<file path="src/rtl/div_seq_32_if.sv">
// Request/response bundle for the sequential 32-bit divider.
// master = requesting pipeline stage, slave = divide sequencer.
interface div_seq_32_if #(
  parameter int unsigned WIDTH = 32
);
  logic             start;
  logic             signed_op;
  logic [WIDTH-1:0] dividend;
  logic [WIDTH-1:0] divisor;
  logic             busy;
  logic             done;
  logic [WIDTH-1:0] quotient;
  logic [WIDTH-1:0] remainder;
  logic             div_by_zero;

  modport master (
    output start, signed_op, dividend, divisor,
    input  busy, done, quotient, remainder, div_by_zero
  );

  modport slave (
    input  start, signed_op, dividend, divisor,
    output busy, done, quotient, remainder, div_by_zero
  );
endinterface

</file>
<file path="src/rtl/div_seq_32.sv">
// Multi-cycle restoring divider for MIPS DIV/DIVU: magnitude divide over 32
// iterations, then sign fix-up of quotient (LO) and remainder (HI).
module div_seq_32 #(
  parameter int unsigned WIDTH = 32
) (
  input logic         clk,
  input logic         rst,
  div_seq_32_if.slave bus
);

  localparam int unsigned CNT_W = $clog2(WIDTH);

  typedef enum logic [1:0] {
    IDLE,
    INIT,
    ITER,
    FIX
  } state_t;

  state_t             state_q,     state_d;
  logic [WIDTH-1:0]   dividend_q,  dividend_d;
  logic [WIDTH-1:0]   divisor_q,   divisor_d;
  logic               signed_q,    signed_d;
  logic [WIDTH-1:0]   dmag_q,      dmag_d;
  logic [WIDTH-1:0]   q_q,         q_d;
  logic [WIDTH-1:0]   r_q,         r_d;
  logic [CNT_W-1:0]   cnt_q,       cnt_d;
  logic               q_neg_q,     q_neg_d;
  logic               r_neg_q,     r_neg_d;
  logic               zero_q,      zero_d;
  logic               busy_q,      busy_d;
  logic               done_q,      done_d;
  logic [WIDTH-1:0]   quotient_q,  quotient_d;
  logic [WIDTH-1:0]   remainder_q, remainder_d;
  logic               dbz_q,       dbz_d;

  logic               a_neg;
  logic               b_neg;
  logic [WIDTH:0]     trial;

  always_comb begin
    state_d     = state_q;
    dividend_d  = dividend_q;
    divisor_d   = divisor_q;
    signed_d    = signed_q;
    dmag_d      = dmag_q;
    q_d         = q_q;
    r_d         = r_q;
    cnt_d       = cnt_q;
    q_neg_d     = q_neg_q;
    r_neg_d     = r_neg_q;
    zero_d      = zero_q;
    busy_d      = busy_q;
    done_d      = 1'b0;
    quotient_d  = quotient_q;
    remainder_d = remainder_q;
    dbz_d       = dbz_q;
    a_neg       = 1'b0;
    b_neg       = 1'b0;
    trial       = '0;

    case (state_q)
      IDLE: begin
        if (bus.start) begin
          dividend_d = bus.dividend;
          divisor_d  = bus.divisor;
          signed_d   = bus.signed_op;
          busy_d     = 1'b1;
          state_d    = INIT;
        end
      end

      INIT: begin
        // |0x80000000| wraps to itself and is then treated as unsigned 2^31
        a_neg   = signed_q & dividend_q[WIDTH-1];
        b_neg   = signed_q & divisor_q[WIDTH-1];
        q_d     = a_neg ? -dividend_q : dividend_q;
        dmag_d  = b_neg ? -divisor_q : divisor_q;
        q_neg_d = a_neg ^ b_neg;
        r_neg_d = a_neg;
        r_d     = '0;
        cnt_d   = '0;
        zero_d  = (divisor_q == '0);
        state_d = (divisor_q == '0) ? FIX : ITER;
      end

      ITER: begin
        // Partial remainder stays below the divisor, so its 33rd bit is
        // always zero after a step and only 32 bits are kept.
        trial = {r_q, q_q[WIDTH-1]};
        if (trial >= {1'b0, dmag_q}) begin
          r_d = WIDTH'(trial - {1'b0, dmag_q});
          q_d = {q_q[WIDTH-2:0], 1'b1};
        end else begin
          r_d = trial[WIDTH-1:0];
          q_d = {q_q[WIDTH-2:0], 1'b0};
        end
        cnt_d = cnt_q + 1'b1;
        if (cnt_q == CNT_W'(WIDTH - 1)) begin
          state_d = FIX;
        end
      end

      FIX: begin
        if (zero_q) begin
          quotient_d  = '1;
          remainder_d = dividend_q;
          dbz_d       = 1'b1;
        end else begin
          quotient_d  = q_neg_q ? -q_q : q_q;
          remainder_d = r_neg_q ? -r_q : r_q;
          dbz_d       = 1'b0;
        end
        done_d  = 1'b1;
        busy_d  = 1'b0;
        state_d = IDLE;
      end

      default: state_d = IDLE;
    endcase
  end

  always_ff @(posedge clk or posedge rst) begin
    if (rst) begin
      state_q     <= IDLE;
      dividend_q  <= '0;
      divisor_q   <= '0;
      signed_q    <= 1'b0;
      dmag_q      <= '0;
      q_q         <= '0;
      r_q         <= '0;
      cnt_q       <= '0;
      q_neg_q     <= 1'b0;
      r_neg_q     <= 1'b0;
      zero_q      <= 1'b0;
      busy_q      <= 1'b0;
      done_q      <= 1'b0;
      quotient_q  <= '0;
      remainder_q <= '0;
      dbz_q       <= 1'b0;
    end else begin
      state_q     <= state_d;
      dividend_q  <= dividend_d;
      divisor_q   <= divisor_d;
      signed_q    <= signed_d;
      dmag_q      <= dmag_d;
      q_q         <= q_d;
      r_q         <= r_d;
      cnt_q       <= cnt_d;
      q_neg_q     <= q_neg_d;
      r_neg_q     <= r_neg_d;
      zero_q      <= zero_d;
      busy_q      <= busy_d;
      done_q      <= done_d;
      quotient_q  <= quotient_d;
      remainder_q <= remainder_d;
      dbz_q       <= dbz_d;
    end
  end

  assign bus.busy        = busy_q;
  assign bus.done        = done_q;
  assign bus.quotient    = quotient_q;
  assign bus.remainder   = remainder_q;
  assign bus.div_by_zero = dbz_q;

  busy_done_exclusive: assert property (@(posedge clk) disable iff (rst)
    !(busy_q && done_q));

endmodule

</file>
<file path="src/flat_wrapper.sv">
// flat-port wrapper written by rule: the top's interface ports become plain ports
module div_seq_32_flat 
#(
  parameter int unsigned WIDTH = 32
)
  (clk, rst, bus_start, bus_signed_op, bus_dividend, bus_divisor, bus_busy, bus_done, bus_quotient, bus_remainder, bus_div_by_zero);
  div_seq_32_if #(.WIDTH(WIDTH)) bus_i ();
  input logic clk;
  input logic rst;
  input wire logic [$bits(bus_i.start)-1:0] bus_start;
  input wire logic [$bits(bus_i.signed_op)-1:0] bus_signed_op;
  input wire logic [$bits(bus_i.dividend)-1:0] bus_dividend;
  input wire logic [$bits(bus_i.divisor)-1:0] bus_divisor;
  output wire logic [$bits(bus_i.busy)-1:0] bus_busy;
  output wire logic [$bits(bus_i.done)-1:0] bus_done;
  output wire logic [$bits(bus_i.quotient)-1:0] bus_quotient;
  output wire logic [$bits(bus_i.remainder)-1:0] bus_remainder;
  output wire logic [$bits(bus_i.div_by_zero)-1:0] bus_div_by_zero;
  assign bus_i.start = bus_start;
  assign bus_i.signed_op = bus_signed_op;
  assign bus_i.dividend = bus_dividend;
  assign bus_i.divisor = bus_divisor;
  assign bus_busy = bus_i.busy;
  assign bus_done = bus_i.done;
  assign bus_quotient = bus_i.quotient;
  assign bus_remainder = bus_i.remainder;
  assign bus_div_by_zero = bus_i.div_by_zero;
  div_seq_32 #(.WIDTH(WIDTH)) u_core (.clk(clk), .rst(rst), .bus(bus_i));
endmodule
</file>
<file path="config.mk">
export PLATFORM = sky130hd
export DESIGN_NAME = div_seq_32_flat
export DESIGN_NICKNAME = d
export VERILOG_FILES = /design/src/rtl/div_seq_32_if.sv /design/src/rtl/div_seq_32.sv /design/src/flat_wrapper.sv
export SDC_FILE = /design/constraint.sdc
export NUM_CORES = 1
export LEC_CHECK = 0
export CAP_MARGIN = 15
export CORE_ASPECT_RATIO = 1.75
export CORE_UTILIZATION = 31
export CTS_BUF_LIST = sky130_fd_sc_hd__clkbuf_4 sky130_fd_sc_hd__clkbuf_8
export DETAILED_ROUTE_END_ITERATION = 6
export GPL_TIMING_DRIVEN = 1
export PLACE_DENSITY = 0.53
export SYNTH_ARGS = -nofsm -noshare
export SYNTH_HDL_FRONTEND = slang
export SYNTH_SLANG_ARGS = --single-unit
export TNS_END_PERCENT = 10
</file>
<file path="constraint.sdc">
create_clock -name clk -period 9 [get_ports clk]
set_clock_uncertainty 0.05 [all_clocks]
set_input_delay 0.9 -clock clk [delete_from_list [all_inputs] [get_ports clk]]
set_output_delay 0.9 -clock clk [all_outputs]
set_load 0.005 [all_outputs]
</file>
## Yosys cells after proc, flatten, opt, wreduce, memory -nomap -nowiden

Index checks and enable logic that the tools add are counted.
W data, S select, Z words.

- Flip-flop bits (word level): 238
- Output and inout bits: 67
- Logic and storage cells: 58
- Bits of input ports: 68

- Bitwise operators: 3
- Multiplexer cells: 19
- $lt $le $gt $ge: 1
- Reductions and logical operators: 7
- Equal/unequal tests: 6
- $add $sub $neg: 6

Operator list:

| operator | number |
|---|---|
| $mux W32 | 7 |
| $neg A32 Y32 | 4 |
| $pmux W32 S2 | 2 |
| $ge A33 B32 Y1 | 1 |
| $logic_not A32 Y1 | 1 |
| $sub A32 B32 Y32 | 1 |
| $pmux W5 S2 | 1 |
| $pmux W2 S4 | 1 |
| $reduce_and A2 Y1 | 3 |
| $add A5 B1 Y5 const B | 1 |
| $eq A5 B5 Y1 const B | 1 |
| $mux W1 | 5 |
| $eq A2 B2 Y1 const B | 2 |
| $mux W2 | 2 |
| $reduce_bool A2 Y1 | 2 |
| $and A1 B1 Y1 | 2 |
| $eq A2 B1 Y1 const B | 1 |
| $logic_not A2 Y1 | 1 |
| $ne A2 B1 Y1 const B | 1 |
| $ne A2 B2 Y1 const B | 1 |
| $pmux W1 S2 | 1 |
| $xor A1 B1 Y1 | 1 |

## Longest topological paths before layout

- Depth in word-level cells: 3
- Gate-level depth with buffers: 14
- Depth with buffers taken out: 13

## Least setup slack after synthesis

No wires, ideal clock.

- Kind: reg2reg
- Start point: register u_core.r_q[24]
- End point: register u_core.r_q[25]
- Library setup time: 0.141 ns
- Path buffers: 2
- Required time: 8.809 ns
- Setup slack: 5.926 ns
- Stages on the path, launching flop included: 11
- Arrival time: 2.883 ns
- Clock period less this slack: 3.074 ns
- Cells stage by stage: dfrtp_1 ha_1 nand4_1 or4_1 or4_1 o21ai_2 or2_2 buf_2 buf_2 mux2i_1 o22ai_1

- Word-level cells in the longest chain between the ends: 3
- Elaborated cells between the ends (all ways): 4
- Those cells by class: add/sub: 1; order compare: 1; mux: 2

Ends and longest elaborated chain:

| what | RTL line | text |
|---|---|---|
| from (decl) | div_seq_32.sv:26 | `logic [WIDTH-1:0] r_q, r_d;` |
| from (signal assigned) | div_seq_32.sv:148 | `r_q <= r_d;` |
| $sub A32 B32 Y32 or $ge A33 B32 Y1 (tied branches) | div_seq_32.sv:92, div_seq_32.sv:91 |  |
| $mux W32 * | div_seq_32.sv:91 | `if (trial >= {1'b0, dmag_q}) begin` |
| $pmux W32 S2 * | div_seq_32.sv:62 | `case (state_q)` |

Every way passes the cells marked *; elsewhere a longest branch is shown, timed or not.
A chain may end at the register's enable or synchronous reset.

## Final worst setup path

- Start point: register u_core.r_q[24]
- End point: register u_core.r_q[12]

- Word-level cells in the longest chain between the ends: 3

Ends and longest elaborated chain:

| what | RTL line |
|---|---|
| $ge A33 B32 Y1 | div_seq_32.sv:91 |
| $mux W32 | div_seq_32.sv:91 |
| $pmux W32 S2 | div_seq_32.sv:62 |

No other way between the ends.

==> results by group <==
Route
  • WL met2: about 21000 µm
  • Highest routed layer: met4
  • Wire length on met1: ~15000 µm
  • Met3 WL: roughly 1200 µm
  • Antenna-violating nets left: 0
  • Initial DRC count: ~460
  • Drt pass-1 iters: 5
  • Average routed wire per standard cell: between 15 and 20 µm
  • DRC: 0
  • Vias per cell: slightly above 5
  • Vias: roughly 11000
  • Total wire length: a little under 40000 µm

Finish
  • Fill cells: roughly 4500
  • Fraction of layout cells with a size suffix above 1: about 15%
  • Area growth syn-to-layout: 19.5%
  • Most common cell after layout, fill and taps aside: dfrtp_1
  • Most frequent cells in the layout: 238 x dfrtp_1, 134 x clkdlybuf4s50_1, 127 x nand2_1
  • NumNets Final: ~1700
  • Design area: 16900 µm²

Yosys
  • Flops & latches, synth: 238
  • Post-synth top flop: dfrtp_1
  • Synth unique cells: between 60 and 70
  • Async S/R FF share, synth: 100%
  • Post-synth EDFFs: 0
  • Cells after Synth: around 1500
  • Syn avg cell area: approximately 9.6 µm²
  • Cell Area, Synth: 14100 µm²
  • Seq/Total Area, Yosys: 42.2%
  • Synthesis Warnings: 0
  • Syn Nets: between 1500 and 2000

GRT
  • Pin count of the biggest net entering global routing: 95
  • Vias in the first global route: 11600
  • Tot GR Track Use: between 15 and 20%
  • Antenna violations before repair: 1
  • Grt ovf: 0
  • First-pass GRT wire length: about 63000 µm

STA
  • Fmax: 248 MHz
  • Worst-margin pin slew: 1.17 ns
  • Final period util: 44.8%
  • Final-report hold violation count: 0
  • Relative slew slack: between 20% and 30%
  • Setup violators final: 0
  • Final worst path period need: slightly above 4 ns
  • Setup TNS: 0 ns
  • Setup repair after global routing missed its margin: false
  • Slew Limit Fails: 0

Placement
  • GP Congestion: between 0.8 and 0.9
  • Port bufs: between 100 and 150
  • Post-detail-place hpwl: between 20000 and 30000 µm
  • DP Area: approximately 16000 µm²

Clock tree
  • CTS Sinks: 238
  • CTS max path bufs: 3
  • Cts hold-fix bufs: 0
  • Clk Latency, worst-skew pair: 0.58 ns
  • Post-CTS setup buffer count: 0
  • H-tree depth: 2
  • Clk root buf: clkbuf_8
  • Reg clk slew, reported paths: approximately 0.060 ns
  • CTS tree: built
  • Post-CTS resize count: 0
  • Num CTS Buffers: slightly above 40

Power and ir drop
  • Seq pwr share: 35.9%
  • Max IR drop VDD: 0.177 mV
  • Combinational share of power: a little under half
  • Switching Power: approximately 2.3 mW
  • Switch share: about two fifths
  • Internal power: 3.41 mW
  • Clock group share of total power: 18.4%
  • Pwr Density: between 300 and 400 nW/µm²
  • Leakage power: 7.11 nW

Worst setup path
  • Peak fanout along the critical path: 23
  • Kind of critical path: register to register
  • Worst setup EP type: register
  • Worst Path Arrival: 4.47 ns
  • CP Data Required Time: 9.44 ns
  • Critical Path Start Type: register

Floorplanning
  • Starting Density: a little under a third
  • Die height: between 200 and 300 µm
  • Die X: approximately 160 µm
  • Row count: roughly 100
  • # IOs: 135
  • Die area: approximately 46000 µm²
  • Core box area: between 40000 and 50000 µm²

Run status
  • Status: finished clean

Run
  • Max-cap violations: 0

Hold path
  • Min-Delay Path Class: register to register
[synthesized netlist by cell type (5+ instances only)]
cell type / instances / area, µm²
nor4_1: 10 / 62.6
mux2_2: 119 / 1340
o21ai_0: 123 / 616
xnor2_1: 88 / 771
nand2b_1: 8 / 50.1
or4_1: 14 / 105
ha_1: 42 / 526
inv_1: 76 / 285
nand2_1: 128 / 480
o2bb2ai_1: 8 / 70.1
o22ai_1: 18 / 113
o41ai_1: 16 / 140
dfrtp_1: 238 / 5960
a21o_1: 22 / 165
nand4_1: 14 / 87.6
o21a_1: 5 / 37.5
or3_1: 7 / 43.8
a31oi_1: 8 / 50.1
xor2_1: 57 / 499
and2_1: 6 / 37.5
a21oi_1: 99 / 495
nor3_1: 30 / 150
and3_1: 5 / 31.3
a211oi_1: 5 / 37.5
nor2_1: 92 / 345
clkbuf_1: 76 / 285
mux2i_1: 11 / 110
nor2b_1: 6 / 37.5
o22a_1: 32 / 280
a32oi_1: 10 / 87.6
or2_2: 7 / 43.8
o21ai_1: 5 / 25.0
o31ai_1: 24 / 180
nand3_1: 14 / 70.1
[final timing paths]
kind	start	slack, ns	end	cells after the start
worst max-delay path	u_core.r_q[24]$_DFFE_PP0P_	4.97	u_core.r_q[12]$_DFFE_PP0P_	8
worst min-delay path	u_core.cnt_q[3]$_DFFE_PP0P_	0.44	u_core.cnt_q[3]$_DFFE_PP0P_	1
worst max register to register	u_core.r_q[24]$_DFFE_PP0P_	4.97	u_core.r_q[12]$_DFFE_PP0P_	8
worst min register to register	u_core.cnt_q[3]$_DFFE_PP0P_	0.44	u_core.cnt_q[3]$_DFFE_PP0P_	1
max in group asynchronous	rst	6.56	u_core.q_q[0]$_DFFE_PP0P_	3
min in group asynchronous	rst	0.76	u_core.bus.remainder[0]$_DFFE_PP0P_	2
[final cells by class]
class,instances,area (µm²),area share (%)
Inverter,77,297,1.76
Multi-Input combinational cell,1078,7580,44.9
Clock buffer,65,801,4.74
Tap cell,577,722,4.28
Sequential cell,238,5960,35.3
Clock inverter,5,52.6,0.311
Timing Repair Buffer,151,1470,8.70
Antenna cell,1,2.50,0.0148
[flip-flops by register name (all words and copies together) (netlist names), 2 cells and up]
signal                cells
u_core.dividend_q        32
u_core.r_q               32
u_core.dmag_q            32
u_core.q_q               32
u_core.bus.quotient      32
u_core.cnt_q              5
u_core.divisor_q         32
u_core.bus.remainder     32
u_core.state_q            2
[cells by family after synthesis]
kind of cell    count (synthesis)  share of synthesized area [%]
compound gates                402                           18.1
simple gates                  357                           12.2
flops                         238                           42.2
buf+inv                       158                           4.25
xor+xnor                      145                           8.99
mux                           131                           10.4
fa+ha+maj                      43                           3.86
[worst max-delay path, cell delays in order, from the launching register on]
cell	delay (ns)
dfrtp_1	0.45
ha_1	0.43
nand4_1	0.16
or4_1	0.50
or4_1	0.56
o21ai_2	0.57
or2_2	0.59
nand2_1	0.37
o21ai_0	0.27
[power by group through the flow]
| stage | registers [mW] | logic (mW) | clock network [mW] |
|---|---|---|---|
| after floorplan | 1.88 | 1.92 | 0 |
| after global placement | 2.04 | 2.59 | 0 |
| after detailed placement | 2.06 | 2.63 | 0 |
| after CTS | 2.04 | 2.64 | 1.09 |
| after global routing | 2.11 | 2.90 | 1.12 |
| final | 2.04 | 2.60 | 1.04 |
[layer usage]
| metal | up-vias | GRT usage (%) |
|---|---|---|
| met5 | - | 0 |
| li1 | 5478 | - |
| met4 | 0 | 7.59 |
| met2 | 211 | 32.9 |
| met1 | 5347 | 18.7 |
| met3 | 82 | 2.01 |
[stage by stage]
step,total power [mW],worst slack [ns],utilization [%],cells,hold WS [ns]
global route,6.14,4.68,37.5,2192,0.470
detailed placement,4.69,4.95,35.6,2121,0.426
floorplan,3.80,1.52,-,1474,0.394
global placement,4.63,5.00,35.6,2121,0.422
CTS,5.77,4.93,37.5,2191,0.440
finish,5.68,4.97,37.5,2192,0.441
Power figures use the tool's default switching activity.
